<file path="config.mk">
export PLATFORM = sky130hd
export DESIGN_NAME = ps2_rx_frame_flat
export DESIGN_NICKNAME = d
export VERILOG_FILES = /design/src/rtl/ps2_pkg.sv /design/src/rtl/ps2_rx_frame_if.sv /design/src/rtl/ps2_edge_filter.sv /design/src/rtl/ps2_rx_frame.sv /design/src/flat_wrapper.sv
export SDC_FILE = /design/constraint.sdc
export NUM_CORES = 1
export LEC_CHECK = 0
export CAP_MARGIN = 20
export CORE_MARGIN = 5
export CORE_UTILIZATION = 25
export DETAILED_ROUTE_END_ITERATION = 6
export GPL_TIMING_DRIVEN = 0
export SLEW_MARGIN = 10
export SYNTH_ARGS = -nofsm -noshare
export SYNTH_HDL_FRONTEND = slang
export SYNTH_HIERARCHICAL = 1
export SYNTH_SLANG_ARGS = --single-unit
</file>
<file path="constraint.sdc">
create_clock -name clk -period 2.7 [get_ports clk]
set_input_delay 0.27 -clock clk [delete_from_list [all_inputs] [get_ports clk]]
set_output_delay 0.27 -clock clk [all_outputs]
set_load 0.01 [all_outputs]
</file>
<file path="src/rtl/ps2_pkg.sv">
// Shared types and constants for the PS/2 frame receiver.
package ps2_pkg;

   typedef enum logic [1:0] {
      StIdle,
      StData,
      StParity,
      StStop
   } ps2_state_e;

   localparam logic [7:0] PS2_EXT_CODE = 8'hE0;
   localparam logic [7:0] PS2_BREAK_CODE = 8'hF0;
   localparam int unsigned PS2_FRAME_BITS = 11;

endpackage

</file>
<file path="src/rtl/ps2_rx_frame_if.sv">
// Line-side inputs and decoded-byte outputs of the PS/2 receiver.
interface ps2_rx_frame_if;
   logic       ps2_clk;
   logic       ps2_data;
   logic [7:0] code;
   logic       code_valid;
   logic       parity_err;
   logic       frame_err;
   logic       busy;
   logic       is_break;
   logic       is_ext;

   modport master (
      input  ps2_clk, ps2_data,
      output code, code_valid, parity_err, frame_err, busy, is_break, is_ext
   );

   modport slave (
      output ps2_clk, ps2_data,
      input  code, code_valid, parity_err, frame_err, busy, is_break, is_ext
   );
endinterface

</file>
<file path="src/rtl/ps2_edge_filter.sv">
// Synchronises the raw PS/2 lines and turns a deglitched clock into a falling-edge strobe.
module ps2_edge_filter #(
   parameter int unsigned SYNC_STAGES = 2,
   parameter int unsigned FILTER_LEN  = 8
) (
   input  logic clk,
   input  logic reset,
   input  logic ps2_clk,
   input  logic ps2_data,
   output logic data_sync,
   output logic fall
);
   localparam int unsigned CntW = $clog2(FILTER_LEN + 1);

   logic [SYNC_STAGES-1:0] clk_sync_q;
   // One stage deeper than the clock path to line up with the filter register.
   logic [SYNC_STAGES:0]   data_sync_q;
   logic [CntW-1:0]        cnt_q;
   logic                   filt_q;
   logic                   fall_q;

   always_ff @(posedge clk) begin
      if (reset) begin
         clk_sync_q  <= '1;
         data_sync_q <= '1;
         cnt_q       <= '0;
         filt_q      <= 1'b1;
         fall_q      <= 1'b0;
      end else begin
         clk_sync_q  <= {clk_sync_q[SYNC_STAGES-2:0], ps2_clk};
         data_sync_q <= {data_sync_q[SYNC_STAGES-1:0], ps2_data};
         fall_q      <= 1'b0;
         if (clk_sync_q[SYNC_STAGES-1] == filt_q) begin
            cnt_q <= '0;
         end else if (cnt_q == CntW'(FILTER_LEN - 1)) begin
            filt_q <= ~filt_q;
            cnt_q  <= '0;
            fall_q <= filt_q;
         end else begin
            cnt_q <= cnt_q + 1'b1;
         end
      end
   end

   assign data_sync = data_sync_q[SYNC_STAGES];
   assign fall      = fall_q;

endmodule

</file>
<file path="src/rtl/ps2_rx_frame.sv">
// PS/2 device-to-host frame receiver: deserialise, check parity/stop, time out stalled frames.
// Define PS2_RX_MAKEBREAK_EN to fold E0/F0 prefixes into is_ext/is_break.
module ps2_rx_frame
   import ps2_pkg::*;
#(
   parameter int unsigned SYNC_STAGES    = 2,
   parameter int unsigned FILTER_LEN     = 8,
   parameter int unsigned TIMEOUT_CYCLES = 20000
) (
   input logic            clk,
   input logic            reset,
   ps2_rx_frame_if.master bus
);
   localparam int unsigned TmoW = $clog2(TIMEOUT_CYCLES + 1);

   logic            data_sync;
   logic            fall;
   ps2_state_e      state_q, state_d;
   logic [2:0]      idx_q, idx_d;
   logic [7:0]      shift_q, shift_d;
   logic            par_q, par_d;
   logic [TmoW-1:0] tmo_q, tmo_d;
   logic [7:0]      code_q, code_d;
   logic            valid_q, valid_d;
   logic            perr_q, perr_d;
   logic            ferr_q, ferr_d;
   logic            timeout;
`ifdef PS2_RX_MAKEBREAK_EN
   logic            ext_q, ext_d, brk_q, brk_d;
   logic            is_ext_q, is_ext_d, is_brk_q, is_brk_d;
`endif

   ps2_edge_filter #(
      .SYNC_STAGES(SYNC_STAGES),
      .FILTER_LEN (FILTER_LEN)
   ) u_filter (
      .clk      (clk),
      .reset    (reset),
      .ps2_clk  (bus.ps2_clk),
      .ps2_data (bus.ps2_data),
      .data_sync(data_sync),
      .fall     (fall)
   );

   assign timeout = (state_q != StIdle) && (tmo_q == TmoW'(TIMEOUT_CYCLES - 1));

   always_comb begin
      state_d = state_q;
      idx_d   = idx_q;
      shift_d = shift_q;
      par_d   = par_q;
      code_d  = code_q;
      valid_d = 1'b0;
      perr_d  = 1'b0;
      ferr_d  = 1'b0;
      tmo_d   = (state_q == StIdle || fall) ? '0 : tmo_q + 1'b1;
`ifdef PS2_RX_MAKEBREAK_EN
      ext_d    = ext_q;
      brk_d    = brk_q;
      is_ext_d = is_ext_q;
      is_brk_d = is_brk_q;
`endif
      // A fall coinciding with the timeout is processed; the timeout is ignored.
      if (fall) begin
         unique case (state_q)
            StIdle: begin
               if (!data_sync) begin
                  state_d = StData;
                  idx_d   = 3'd0;
               end
            end
            StData: begin
               shift_d[idx_q] = data_sync;
               if (idx_q == 3'd7) state_d = StParity;
               else idx_d = idx_q + 3'd1;
            end
            StParity: begin
               par_d   = data_sync;
               state_d = StStop;
            end
            StStop: begin
               state_d = StIdle;
               if (^{shift_q, par_q} && data_sync) begin
`ifdef PS2_RX_MAKEBREAK_EN
                  if (shift_q == PS2_EXT_CODE) begin
                     ext_d = 1'b1;
                  end else if (shift_q == PS2_BREAK_CODE) begin
                     brk_d = 1'b1;
                  end else begin
                     code_d   = shift_q;
                     valid_d  = 1'b1;
                     is_ext_d = ext_q;
                     is_brk_d = brk_q;
                     ext_d    = 1'b0;
                     brk_d    = 1'b0;
                  end
`else
                  code_d  = shift_q;
                  valid_d = 1'b1;
`endif
               end else if (!(^{shift_q, par_q})) begin
                  perr_d = 1'b1;
               end else begin
                  ferr_d = 1'b1;
               end
            end
            default: state_d = StIdle;
         endcase
      end else if (timeout) begin
         state_d = StIdle;
         ferr_d  = 1'b1;
      end
`ifdef PS2_RX_MAKEBREAK_EN
      if (perr_d || ferr_d) begin
         ext_d = 1'b0;
         brk_d = 1'b0;
      end
`endif
   end

   always_ff @(posedge clk) begin
      if (reset) begin
         state_q  <= StIdle;
         idx_q    <= '0;
         shift_q  <= '0;
         par_q    <= 1'b0;
         tmo_q    <= '0;
         code_q   <= 8'h00;
         valid_q  <= 1'b0;
         perr_q   <= 1'b0;
         ferr_q   <= 1'b0;
`ifdef PS2_RX_MAKEBREAK_EN
         ext_q    <= 1'b0;
         brk_q    <= 1'b0;
         is_ext_q <= 1'b0;
         is_brk_q <= 1'b0;
`endif
      end else begin
         state_q  <= state_d;
         idx_q    <= idx_d;
         shift_q  <= shift_d;
         par_q    <= par_d;
         tmo_q    <= tmo_d;
         code_q   <= code_d;
         valid_q  <= valid_d;
         perr_q   <= perr_d;
         ferr_q   <= ferr_d;
`ifdef PS2_RX_MAKEBREAK_EN
         ext_q    <= ext_d;
         brk_q    <= brk_d;
         is_ext_q <= is_ext_d;
         is_brk_q <= is_brk_d;
`endif
      end
   end

   assign bus.code       = code_q;
   assign bus.code_valid = valid_q;
   assign bus.parity_err = perr_q;
   assign bus.frame_err  = ferr_q;
   assign bus.busy       = (state_q != StIdle);
`ifdef PS2_RX_MAKEBREAK_EN
   assign bus.is_ext     = is_ext_q;
   assign bus.is_break   = is_brk_q;
`else
   assign bus.is_ext     = 1'b0;
   assign bus.is_break   = 1'b0;
`endif

endmodule

</file>
<file path="src/flat_wrapper.sv">
// flat-port wrapper written by rule: the top's interface ports become plain ports
module ps2_rx_frame_flat import ps2_pkg::*;
#(
   parameter int unsigned SYNC_STAGES    = 2,
   parameter int unsigned FILTER_LEN     = 8,
   parameter int unsigned TIMEOUT_CYCLES = 20000
)
  (clk, reset, bus_ps2_clk, bus_ps2_data, bus_code, bus_code_valid, bus_parity_err, bus_frame_err, bus_busy, bus_is_break, bus_is_ext);
  ps2_rx_frame_if bus_i ();
  input logic clk;
  input logic reset;
  input wire logic [$bits(bus_i.ps2_clk)-1:0] bus_ps2_clk;
  input wire logic [$bits(bus_i.ps2_data)-1:0] bus_ps2_data;
  output wire logic [$bits(bus_i.code)-1:0] bus_code;
  output wire logic [$bits(bus_i.code_valid)-1:0] bus_code_valid;
  output wire logic [$bits(bus_i.parity_err)-1:0] bus_parity_err;
  output wire logic [$bits(bus_i.frame_err)-1:0] bus_frame_err;
  output wire logic [$bits(bus_i.busy)-1:0] bus_busy;
  output wire logic [$bits(bus_i.is_break)-1:0] bus_is_break;
  output wire logic [$bits(bus_i.is_ext)-1:0] bus_is_ext;
  assign bus_i.ps2_clk = bus_ps2_clk;
  assign bus_i.ps2_data = bus_ps2_data;
  assign bus_code = bus_i.code;
  assign bus_code_valid = bus_i.code_valid;
  assign bus_parity_err = bus_i.parity_err;
  assign bus_frame_err = bus_i.frame_err;
  assign bus_busy = bus_i.busy;
  assign bus_is_break = bus_i.is_break;
  assign bus_is_ext = bus_i.is_ext;
  ps2_rx_frame #(.SYNC_STAGES(SYNC_STAGES), .FILTER_LEN(FILTER_LEN), .TIMEOUT_CYCLES(TIMEOUT_CYCLES)) u_core (.clk(clk), .reset(reset), .bus(bus_i));
endmodule
</file>
# Yosys cells after proc, flatten, opt, wreduce, memory -nomap -nowiden
# Index checks and enable logic that the tools add are counted.
[totals]
wordCells = 73
inputBits = 4
regBits = 51
output_inout_bits = 14
[classes]
magnitude_cmp = 2
n_reduce_logical = 20
add_sub_neg = 3
bitwise = 5
n_mux = 18
n_eq_ne = 11
[op_table]
columns = ["cell", "count"]
rows = [
  ["15-bit by 1-bit adder with 15-bit output, second input constant", 1],
  ["15-bit == test, second input constant", 1],
  ["3-bit OR reduction", 3],
  ["9-bit XOR reduction", 1],
  ["8-bit bitwise mux", 1],
  ["1-bit 2-to-1 mux", 8],
  ["2-bit 2-to-1 mux", 4],
  ["2-bit case mux with 4 select lines", 1],
  ["3-bit 2-to-1 mux", 2],
  ["3-bit case mux with 2 select lines", 1],
  ["2-bit AND reduction", 3],
  ["3-bit AND reduction", 2],
  ["2-bit nonzero test", 3],
  ["1-bit NOT", 5],
  ["4-bit by 1-bit adder with 4-bit output, second input constant", 1],
  ["2-bit == test, second input constant", 2],
  ["4-bit by 3-bit == test with 1-bit output, second input constant", 1],
  ["3-bit by 4-bit less-than comparator with 1-bit output, second input constant", 1],
  ["2-bit != test, second input constant", 2],
  ["4-bit AND reduction", 1],
  ["4-bit OR reduction", 1],
  ["3-bit by 1-bit adder with 3-bit output, second input constant", 1],
  ["1-bit demux with 3-bit select", 1],
  ["3-bit == test, second input constant", 1],
  ["9 further kinds", 11],
]

# Longest topological paths before layout
# Gate-level depths: netlist (run 1).
[logic_depth]
word_depth = 5
depth_mapped = 7
depth_no_buf = 7

# Cells and area by module
# The synthesis (run 1) kept the hierarchy.
[by_module_without_submodules]
columns = ["module", "n_inst", "area_per_inst_um2", "cells_per_inst", "seq_area_each_um2"]
rows = [
  ["ps2_rx_frame", 1, 1869.3, 223, 800.8],
  ["ps2_edge_filter", 1, 379.1, 32, 220.2],
]

# Worst setup path before layout (run 1)
# Ideal clock, no wire load.
[synth_path]
path_type = "register to register"
startpoint = "reg u_core.shift_q[5]"
endpoint = "reg u_core.code_q[3], in the netlist u_core/bus.code[3]"
path_stages_with_launch = 7
n_path_buf = 1
period_less_slack_ns = 1.736
setup_ns = 0.070
slack_ns = 0.964
arrival_time_ns = 1.665
required_ns = 2.630
cell_sequence = "dfxtp_1 xnor2_1 xnor2_1 xnor3_2 buf_6 or3_1 a21oi_1"
[synth_between]
elab_chain_len = 3
[synth_rtl]
columns = ["item", "line", "text"]
rows = [
  ["from (decl)", "ps2_rx_frame.sv:20", "logic [7:0] shift_q, shift_d;"],
  ["from (signal assigned)", "ps2_rx_frame.sv:141", "shift_q <= shift_d;"],
  ["9-bit XOR reduction", "ps2_rx_frame.sv:83", "if (^{shift_q, par_q} && data_sync) begin"],
  ["1-bit logical AND", "ps2_rx_frame.sv:83", ""],
  ["3-bit AND reduction (no line)", "--", ""],
  ["to (signal assigned)", "ps2_rx_frame.sv:144", "code_q <= code_d;"],
  ["to (decl)", "ps2_rx_frame.sv:23", "logic [7:0] code_q, code_d;"],
]
# No other way between the ends.
# A chain may end at the register's enable or synchronous reset.

# Worst setup path in the final report (run 1)
[layout_path]
startpoint = "in reset"
endpoint = "reg u_core.tmo_q[12]"
[layout_between]
elab_chain_len = 1
[layout_rtl]
columns = ["item", "line", "text"]
rows = [
  ["from (decl)", "flat_wrapper.sv:11", "input logic reset;"],
  ["2-bit OR reduction (no line)", "--", ""],
  ["to (signal assigned)", "ps2_rx_frame.sv:143", "tmo_q <= tmo_d;"],
  ["to (decl)", "ps2_rx_frame.sv:22", "logic [TmoW-1:0] tmo_q, tmo_d;"],
]
# No other way between the ends.

==> results of run 1 <==
through the flow:
stage	hold slack [ns]	cells
floorplan	0.344	256
global route	0.433	386
CTS	0.419	386
detailed placement	0.396	379
global placement	0.393	379
finish	0.417	386
worst max-delay path by stage:
stage / startpoint / to / slack [ns] / cells past startpoint
CTS: reset / u_core/tmo_q[9]$_SDFF_PP0_ / 0.63 / 6
global placement: reset / u_core/tmo_q[12]$_SDFF_PP0_ / 0.28 / 6
global route: reset / u_core/tmo_q[13]$_SDFF_PP0_ / 0.45 / 6
detailed placement: reset / u_core/tmo_q[14]$_SDFF_PP0_ / 0.30 / 6
finish: reset / u_core/tmo_q[12]$_SDFF_PP0_ / 0.65 / 6
floorplan: u_core/shift_q[5]$_SDFFE_PP0P_ / u_core/bus.code[3]$_SDFFE_PP0P_ / 0.96 / 6
worst max-delay path: cells and delay by family:
family | cells | cell delay, ns
buffers and inverters | 4 | 1.70
AND/OR/NAND/NOR | 2 | 0.26
cell usage after synthesis, drive strengths merged:
library cell	instances
a21boi	1
ha	9
and4	1
a211o	1
xor2	10
nor3b	1
conb	1
dfxtp	51
nor4b	3
nand3	13
a21oi	20
nor4bb	1
clkbuf	8
buf	3
nor4	1
xnor2	13
o21ai	16
or2	5
mux2i	3
xnor3	1
nor3	4
nand2b	2
or3	9
nand2	16
o211ai	2
inv	17
nor2	31
nand4	5
and3	3
and3b	1
nand3b	3
registers in the layout, summed over array words and instances, names as in the netlist, 2 cells and up:
signal / count
u_core/tmo_q: 15
u_core/bus.code: 8
u_core/shift_q: 8
u_core/u_filter/cnt_q: 4
u_core/idx_q: 3
u_core/u_filter/data_sync_q: 3
u_core/state_q: 2
u_core/u_filter/clk_sync_q: 2
per-layer routing:
| layer | vias up | part of all wire (%) | GRT usage, % |
|---|---|---|---|
| met5 | - | 0 | 0 |
| met4 | 0 | 0.19 | 2.19 |
| met3 | 2 | 4.4 | 2.28 |
| met2 | 37 | 47 | 12.8 |
| met1 | 786 | 48 | 9.44 |
| li1 | 894 | - | - |
report_power, final:
part | leakage, nW | internal [mW] | switching [mW] | total [mW]
logic | 0.456 | 0.0136 | 0.0161 | 0.0297
registers | 0.412 | 0.757 | 0.00271 | 0.759
clock network | 0.0440 | 0.178 | 0.242 | 0.420
total | 0.912 | 0.948 | 0.261 | 1.21
cell type report:
class	instances	area, µm²
Sequential cell	51	1020
Tap cell	108	135
Clock buffer	5	68.8
Buffer	11	56.3
Clock inverter	2	13.8
Inverter	17	63.8
Timing Repair Buffer	15	150
Fill cell	949	6140
Multi-Input combinational cell	177	1110
logic make-up after synthesis:
family / count (synthesis) / synth area share (%)
other cells: 1 / 0.167
buf+inv: 28 / 5.34
fa+ha+maj: 9 / 5.01
xor+xnor: 24 / 10.0
compound gates: 40 / 9.40
simple gates: 99 / 23.3
flops: 51 / 45.4
mux: 3 / 1.34
cells in the final DEF, fill, tap and decap left out, types with 3 or more instances in the layout:
| cell type | n |
|---|---|
| nand3_1 | 13 |
| xor2_1 | 10 |
| o21ai_0 | 16 |
| nor3_1 | 4 |
| or2_2 | 5 |
| and3_1 | 3 |
| dfxtp_1 | 51 |
| clkbuf_1 | 8 |
| nand4_1 | 5 |
| nand2_1 | 16 |
| xnor2_1 | 13 |
| mux2i_1 | 3 |
| clkdlybuf4s50_1 | 15 |
| nor2_1 | 31 |
| inv_1 | 17 |
| or3_1 | 7 |
| a21oi_1 | 20 |
| clkbuf_8 | 5 |
| ha_1 | 9 |
==> reports/summary.txt, run 1 <==
Hold Buf Count CTS: 0
Pin count of the biggest net entering global routing: 16
Seq/Total Area, Yosys: 45.4%
Worst EP required: 2.88 ns
Main area contributors after synthesis: dfxtp_1, nor2_1, xnor2_1
Clock H-tree levels: 2
Pre-CTS setup slack: 0.304 ns
Worst skew pair latency: 0.30 ns
Slowest CP cell: clkdlybuf4s50_1
Syn Inst Count: 255
Max incr delay on CP: 0.63 ns
HP Start: u_core/u_filter/data_sync_q[1]$_SDFF_PP1_
Max-slew headroom: 60.3%
Post-route setup slack: 0.649 ns
# diodes: 0
CP Max Fanout: 10
Final hold vios: 0
Core Area: 0.00876 mm²
Minimum clock period: 2.05 ns
CTS max path bufs: 2
Congestion Overflow GR: 0
Total GRT Usage: 7.62%
Fin area: 0.00262 mm²
Row count: 34
Unique masters post-synth: 35
Synthesized area per cell: 8.82 µm²
Startpoint types: primary input
CTS tree: built
Power Density: 462 mW/mm²
Placer Congestion: 0.746
Setup bufs post-CTS: 0
Terminus of the critical flop-to-flop path: u_core/state_q[0]$_SDFFE_PP0P_
Critical path endpoint category: flop
Clk sinks: 51
Data arrival, critical path: 2.23 ns
Vias in the first global route: 1646
Post-cts sizing count: 0
Area leader, netlist: dfxtp_1
Drt wl/cell: 10.9 µm
Peak supply drop: 0.181 mV
Worst min-delay path class: flop to flop
Setup TNS: 0 ns
Residual DRC count: 0
Status: complete, no violations
Critical R2R Launch: u_core/state_q[0]$_SDFFE_PP0P_
Synthesized area: 0.00225 mm²
Total of max-cap violations: 0
Antenna violations before repair: 0
TritonRoute pass-1 iters: 7
R2R Setup Slk: 0.79 ns
Fin util: 29.9%
Clk slew on worst S/H paths: 0.09 ns
TritonCTS Buffers: 5
Area Overhead vs Synth: 16.5%
FF+latch count, synth: 51
Crit Path Category: primary input to flop
Static leakage: 0.912 nW
Worst hold path stage count: 1
Number of DRC markers in iteration 0: 75
First-pass GRT wire length: 7.10 mm
Initial core utilization: 25.7%
ANT nets after route: 0
RSZ-0062 raised after global routing: false
HPWL after DPL: 3.07 mm
Synth Warn #: 6
Placement Cell Area: 0.00254 mm²
Max-slew violations: 0
Worst path cell trace: clkdlybuf4s50_1, clkbuf_1, or3_1, clkbuf_1, clkbuf_1, nor2_1
Drt via density: 4.45
Max Fclk: 488 MHz
Nets: 291
Die extent in y: 105 µm
Final WL: 4.22 mm
Top Ports: 18
Layout cells sized above 1: 7.55%
IO buf count: 15
Die area: 0.0110 mm²
Chip width: 105 µm
Worst Max-Slew Pin Slew: 0.590 ns
Vias: 1719
Period utilization: 75.9%
Hold endpoint: u_core/u_filter/data_sync_q[2]$_SDFF_PP1_
CTS root buffer: clkbuf_8
Post-synth top area share: 45.4%
Endpoints failing setup: 0
Tot Pwr: 1.21 mW
Most frequent CP cell: clkbuf_1
R2R depth: 7
Clock skew: 0.0105 ns
Power figures use the tool's default switching activity.
==> run 2: changes to the inputs <==
==> constraint.sdc (replaced) <==
create_clock -name clk -period 2.13 [get_ports clk]
set_input_delay 0.213 -clock clk [delete_from_list [all_inputs] [get_ports clk]]
set_output_delay 0.213 -clock clk [all_outputs]
set_load 0.01 [all_outputs]
==> run 2 against run 1 <==
- register-to-register slack got worse by 0.58 ns
- critical endpoint is now u_core/state_q[0]$_SDFFE_PP0P_
- critical path type is now flop to flop
- flip-flop and latch count unchanged
- sequential power increased by 27%
- core utilization barely moved
- largest power group unchanged
- highest routed layer is now met3
- first-iteration DRC count fell by 1.3%
==> reports/summary.txt, run 2 (same netlist as run 1, synthesis figures left out) <==
Status: complete, no violations
Worst EP required: 2.36 ns
Congestion Overflow GR: 0
Critical R2R Launch: u_core/state_q[0]$_SDFFE_PP0P_
RSZ-0062 raised after global routing: false
Die extent in y: 105 µm
Worst min-delay path class: flop to flop
Chip width: 105 µm
Power Density: 585 mW/mm²
Hold_ws: 0.417 ns
Worst hold path stage count: 1
Clock H-tree levels: 2
Placer Congestion: 0.746
Vias in the first global route: 1646
CTS tree: built
Setup bufs post-CTS: 0
Drt via density: 4.43
Number of DRC markers in iteration 0: 74
Combinational group share of total power: 2.5%
Most common cell after layout, fill and taps aside: dfxtp_1
R2R depth: 7
TritonCTS Buffers: 5
Startpoint types: flop
Max-slew headroom: 59.6%
Nets: 291
CTS root buffer: clkbuf_8
Minimum clock period: 1.92 ns
Initial core utilization: 25.7%
Clock skew: 0.0104 ns
Area Overhead vs Synth: 16.6%
Sw Share: 21.6%
P_int: 1.20 mW
Max incr delay on CP: 0.41 ns
Endpoints failing setup: 0
Die area: 0.0110 mm²
Total of max-cap violations: 0
Drt wl/cell: 11.0 µm
Row count: 34
Residual DRC count: 0
CP endpoint: u_core/state_q[0]$_SDFFE_PP0P_
Crit Path Category: flop to flop
IO buf count: 15
CTS max path bufs: 2
Final hold vios: 0
Pre-CTS setup slack: -0.209 ns
Worst Max-Slew Pin Slew: 0.600 ns
ANT nets after route: 0
Final WL: 4.24 mm
Pin count of the biggest net entering global routing: 16
Vias: 1709
Clk slew on worst S/H paths: 0.09 ns
Reg power frac: 62.8%
Static leakage: 0.914 nW
Peak supply drop: 0.229 mV
Most frequent cells in the layout: dfxtp_1, nor2_1, a21oi_1
Worst path cell trace: inv_1, ha_1, a21boi_0, o21ai_0, nand2_1, o211ai_1, a21oi_1
Max Fclk: 521 MHz
R2R Setup Slk: 0.21 ns
Critical path endpoint category: flop
Total GRT Usage: 7.62%
Setup TNS: 0 ns
Net Switching: 0.331 mW
Data arrival, critical path: 2.15 ns
Fill count: 948
Clk sinks: 51
Antenna violations before repair: 0
Max reg flops: 15
CP startpoint: u_core/state_q[0]$_SDFFE_PP0P_
Max-slew violations: 0
Post-route setup slack: 0.210 ns
Period utilization: 90.2%
CP Max Fanout: 5
Terminus of the critical flop-to-flop path: u_core/state_q[0]$_SDFFE_PP0P_
Core Area: 0.00876 mm²
Slowest CP cell: a21boi_0
Top Ports: 18
Clk network pwr share: 34.8%
Layout cells sized above 1: 7.91%
Worst skew pair latency: 0.30 ns
Reg with most FFs: u_core/tmo_q
# diodes: 0
First-pass GRT wire length: 7.10 mm
HPWL after DPL: 3.07 mm
TritonRoute pass-1 iters: 5
## run 2: cell counts in the layout (fill, tap and decap cells not counted)
Identical to the previous run, type by type.
## run 2: layout make-up
class,instances,area [µm²],area share [%]
multi-input cells,177,1110,42.4
flip-flops and latches,51,1020,38.9
repair buffers,15,150,5.73
well taps,108,135,5.16
clock buffers,5,68.8,2.63
inverters,17,63.8,2.43
plain buffers,11,57.6,2.20
clock inverters,2,13.8,0.525
## run 2: worst min path at each step
| stage | startpoint | to | slack (ns) |
|---|---|---|---|
| 6_report | u_core/u_filter/data_sync_q[1]$_SDFF_PP1_ | u_core/u_filter/data_sync_q[2]$_SDFF_PP1_ | 0.42 |
| 5_1_grt | u_core/u_filter/data_sync_q[0]$_SDFF_PP1_ | u_core/u_filter/data_sync_q[1]$_SDFF_PP1_ | 0.43 |
| 4_1_cts | u_core/u_filter/data_sync_q[1]$_SDFF_PP1_ | u_core/u_filter/data_sync_q[2]$_SDFF_PP1_ | 0.42 |
| 3_5_place_dp | u_core/u_filter/data_sync_q[1]$_SDFF_PP1_ | u_core/u_filter/data_sync_q[2]$_SDFF_PP1_ | 0.40 |
| 3_3_place_gp | u_core/u_filter/clk_sync_q[0]$_SDFF_PP1_ | u_core/u_filter/clk_sync_q[1]$_SDFF_PP1_ | 0.39 |
| 2_1_floorplan | reset | u_core/u_filter/fall$_SDFF_PP0_ | 0.29 |
## run 2: per-stage QoR
stage | utilization, % | instance area (µm²) | std cells | power [mW]
floorplan | - | 2250 | 256 | 1.01
global placement | 29.0 | 2540 | 379 | 1.02
detailed placement | 29.0 | 2540 | 379 | 1.02
CTS | 29.9 | 2620 | 386 | 1.56
global route | 29.9 | 2620 | 386 | 1.60
finish | 29.9 | 2620 | 386 | 1.53
## run 2: layer usage
layer	wire length, µm	vias up	GRT usage (%)	share of wire (%)
met5	0	-	0	0
met4	0	0	2.19	0
met3	205	0	2.28	4.8
met2	2000	33	12.8	47
met1	2030	781	9.44	48
li1	-	895	-	-
## run 2: timing repair
action                     in CTS  in global routing
hold buffers                    0                  0
setup endpoints to repair       0                 10
gates resized for setup         0                  2
## run 2: power groups by stage
stage	combinational, mW	sequential (mW)	clock (mW)
floorplan	0.0197	0.985	0
global placement	0.0375	0.985	0
detailed placement	0.0378	0.985	0
CTS	0.0379	0.963	0.560
global route	0.0417	0.964	0.593
finish	0.0376	0.963	0.533
## run 2: worst max-delay path, delay by kind of cell, from the launching register on
family | cells | cell delay, ns
compound gates | 4 | 0.92
simple gates | 1 | 0.17
fa+ha+maj | 1 | 0.28
flops | 1 | 0.40
buf+inv | 1 | 0.10
==> run 3: changes to the inputs <==
--- a/config.mk
+++ b/config.mk
@@ -8,8 +8,10 @@
 export CAP_MARGIN = 20
 export CORE_MARGIN = 5
 export CORE_UTILIZATION = 25
+export CTS_BUF_LIST = sky130_fd_sc_hd__clkbuf_4
 export DETAILED_ROUTE_END_ITERATION = 6
 export GPL_TIMING_DRIVEN = 0
+export RECOVER_POWER = 25
 export SLEW_MARGIN = 10
 export SYNTH_ARGS = -nofsm -noshare
 export SYNTH_HDL_FRONTEND = slang
==> run 3 against run 2 <==
- wire length down 3.4%
- power down 7.5%
- combinational power down 1%
- critical endpoint is now bus_busy
- highest routed layer is now met4
==> reports/summary.txt, run 3 (same netlist as run 1, synthesis figures left out) <==
Status: complete, no violations
# diodes: 0
Startpoint types: flop
RSZ-0062 raised after global routing: false
Endpoints failing setup: 0
CTS root buffer: clkbuf_4
Max-slew headroom: 59.6%
Layout cells sized above 1: 7.19%
Initial core utilization: 25.7%
Data arrival, critical path: 1.75 ns
CP top delay family: buffers and inverters
Critical path endpoint category: primary output
Most common cell after layout, fill and taps aside: dfxtp_1
Power Density: 551 mW/mm²
Period utilization: 92.1%
Buf/Inv on CP: 3
Drt via density: 4.38
Total GRT Usage: 7.60%
Tot Pwr: 1.42 mW
Crit Path Category: flop to primary output
Peak supply drop: 0.197 mV
First-pass GRT wire length: 7.10 mm
Worst path cell trace: inv_1, ha_1, inv_1, clkdlybuf4s50_1
Hold Buf Count CTS: 0
Worst skew pair latency: 0.36 ns
CP Max Fanout: 5
Total of max-cap violations: 0
Die area: 0.0110 mm²
Die extent in y: 105 µm
Max incr delay on CP: 0.53 ns
Clk slew on worst S/H paths: 0.14 ns
CP startpoint: u_core/state_q[0]$_SDFFE_PP0P_
Drt wl/cell: 10.6 µm
Static leakage: 0.870 nW
Top Ports: 18
Reg with most FFs: u_core/tmo_q
Post-cts sizing count: 0
Placer Congestion: 0.746
TritonCTS Buffers: 5
Clock H-tree levels: 2
Pin count of the biggest net entering global routing: 16
Core Area: 0.00876 mm²
Vias: 1692
Chip width: 105 µm
Congestion Overflow GR: 0
Most frequent cells in the layout: dfxtp_1, nor2_1, a21oi_1
Clk sinks: 51
Vias in the first global route: 1639
Max Fclk: 510 MHz
Setup bufs post-CTS: 0
Row count: 34
HP Start: bus_ps2_clk
CTS max path bufs: 2
IO buf count: 15
TritonRoute pass-1 iters: 4
Most frequent CP cell: inv_1
Max-slew violations: 0
Final WL: 4.09 mm
Minimum clock period: 1.96 ns
Worst Max-Slew Pin Slew: 0.600 ns
Critical R2R Launch: u_core/shift_q[4]$_SDFFE_PP0P_
Number of DRC markers in iteration 0: 74
ANT nets after route: 0
Residual DRC count: 0
Area Overhead vs Synth: 14.5%
Clock skew: 0.0160 ns
Antenna violations before repair: 0
Hold_ws: 0.404 ns
HPWL after DPL: 3.07 mm
Fill count: 958
Worst min-delay path class: primary input to flop
CTS tree: built
Nets: 291
Final hold vios: 0
Worst EP required: 1.92 ns
Max reg flops: 15
Slowest CP cell: clkdlybuf4s50_1
## run 3: changes by cell type in the layout (fill, tap and decap cells not counted), sizes merged
| cell | change |
|---|---|
| dlygate4sd3 | +3 |
| clkdlybuf4s50 | -3 |
## run 3: layout make-up
type	count	area, µm²	area share (%)
plain buffers	11	56.3	2.19
inverters	17	63.8	2.48
well taps	108	135	5.25
clock buffers	5	37.5	1.46
repair buffers	15	150	5.83
multi-input cells	177	1100	42.6
flip-flops and latches	51	1020	39.7
clock inverters	2	13.8	0.535
## run 3: path summary, 6_finish.rpt
check             slack [ns]                                        end  depth (start not counted)
setup / recovery        0.17                                   bus_busy                          4
hold / removal          0.40   u_core/u_filter/clk_sync_q[0]$_SDFF_PP1_                          2
setup reg to reg        0.20            u_core/bus.code[3]$_SDFFE_PP0P_                          6
hold reg to reg         0.43  u_core/u_filter/data_sync_q[2]$_SDFF_PP1_                          1
## run 3: worst reg2reg max path, cell delays in order, from the launching register on
cell and delay, ns:
dfxtp_1 0.36, xnor2_1 0.15, xnor2_1 0.29, xnor3_2 0.46, buf_6 0.16, or3_1 0.31, a21oi_1 0.13
## run 3: stage by stage
stage | area (µm²) | instances | utilization, % | setup WS [ns] | TNS (ns)
2_1_floorplan | 2250 | 256 | - | 0.394 | 0
3_3_place_gp | 2540 | 379 | 29.0 | -0.231 | -2.24
3_5_place_dp | 2540 | 379 | 29.0 | -0.209 | -1.98
4_1_cts | 2590 | 386 | 29.5 | 0.124 | 0
5_1_grt | 2570 | 386 | 29.4 | 0.0153 | 0
6_report | 2570 | 386 | 29.4 | 0.169 | 0
## run 3: power breakdown
group	internal (mW)	switching, mW	total, mW
sequential	0.961	0.00326	0.964
clock	0.123	0.293	0.417
combinational	0.0172	0.0199	0.0371
## run 3: routing by layer
layer  vias up  track usage (%)  wire length (µm)
met2        26             12.7              1890
met1       764             9.44              2010
met4         0             2.19                27
met5         -                0                 0
met3         5             2.28               169
li1        897                -                 -
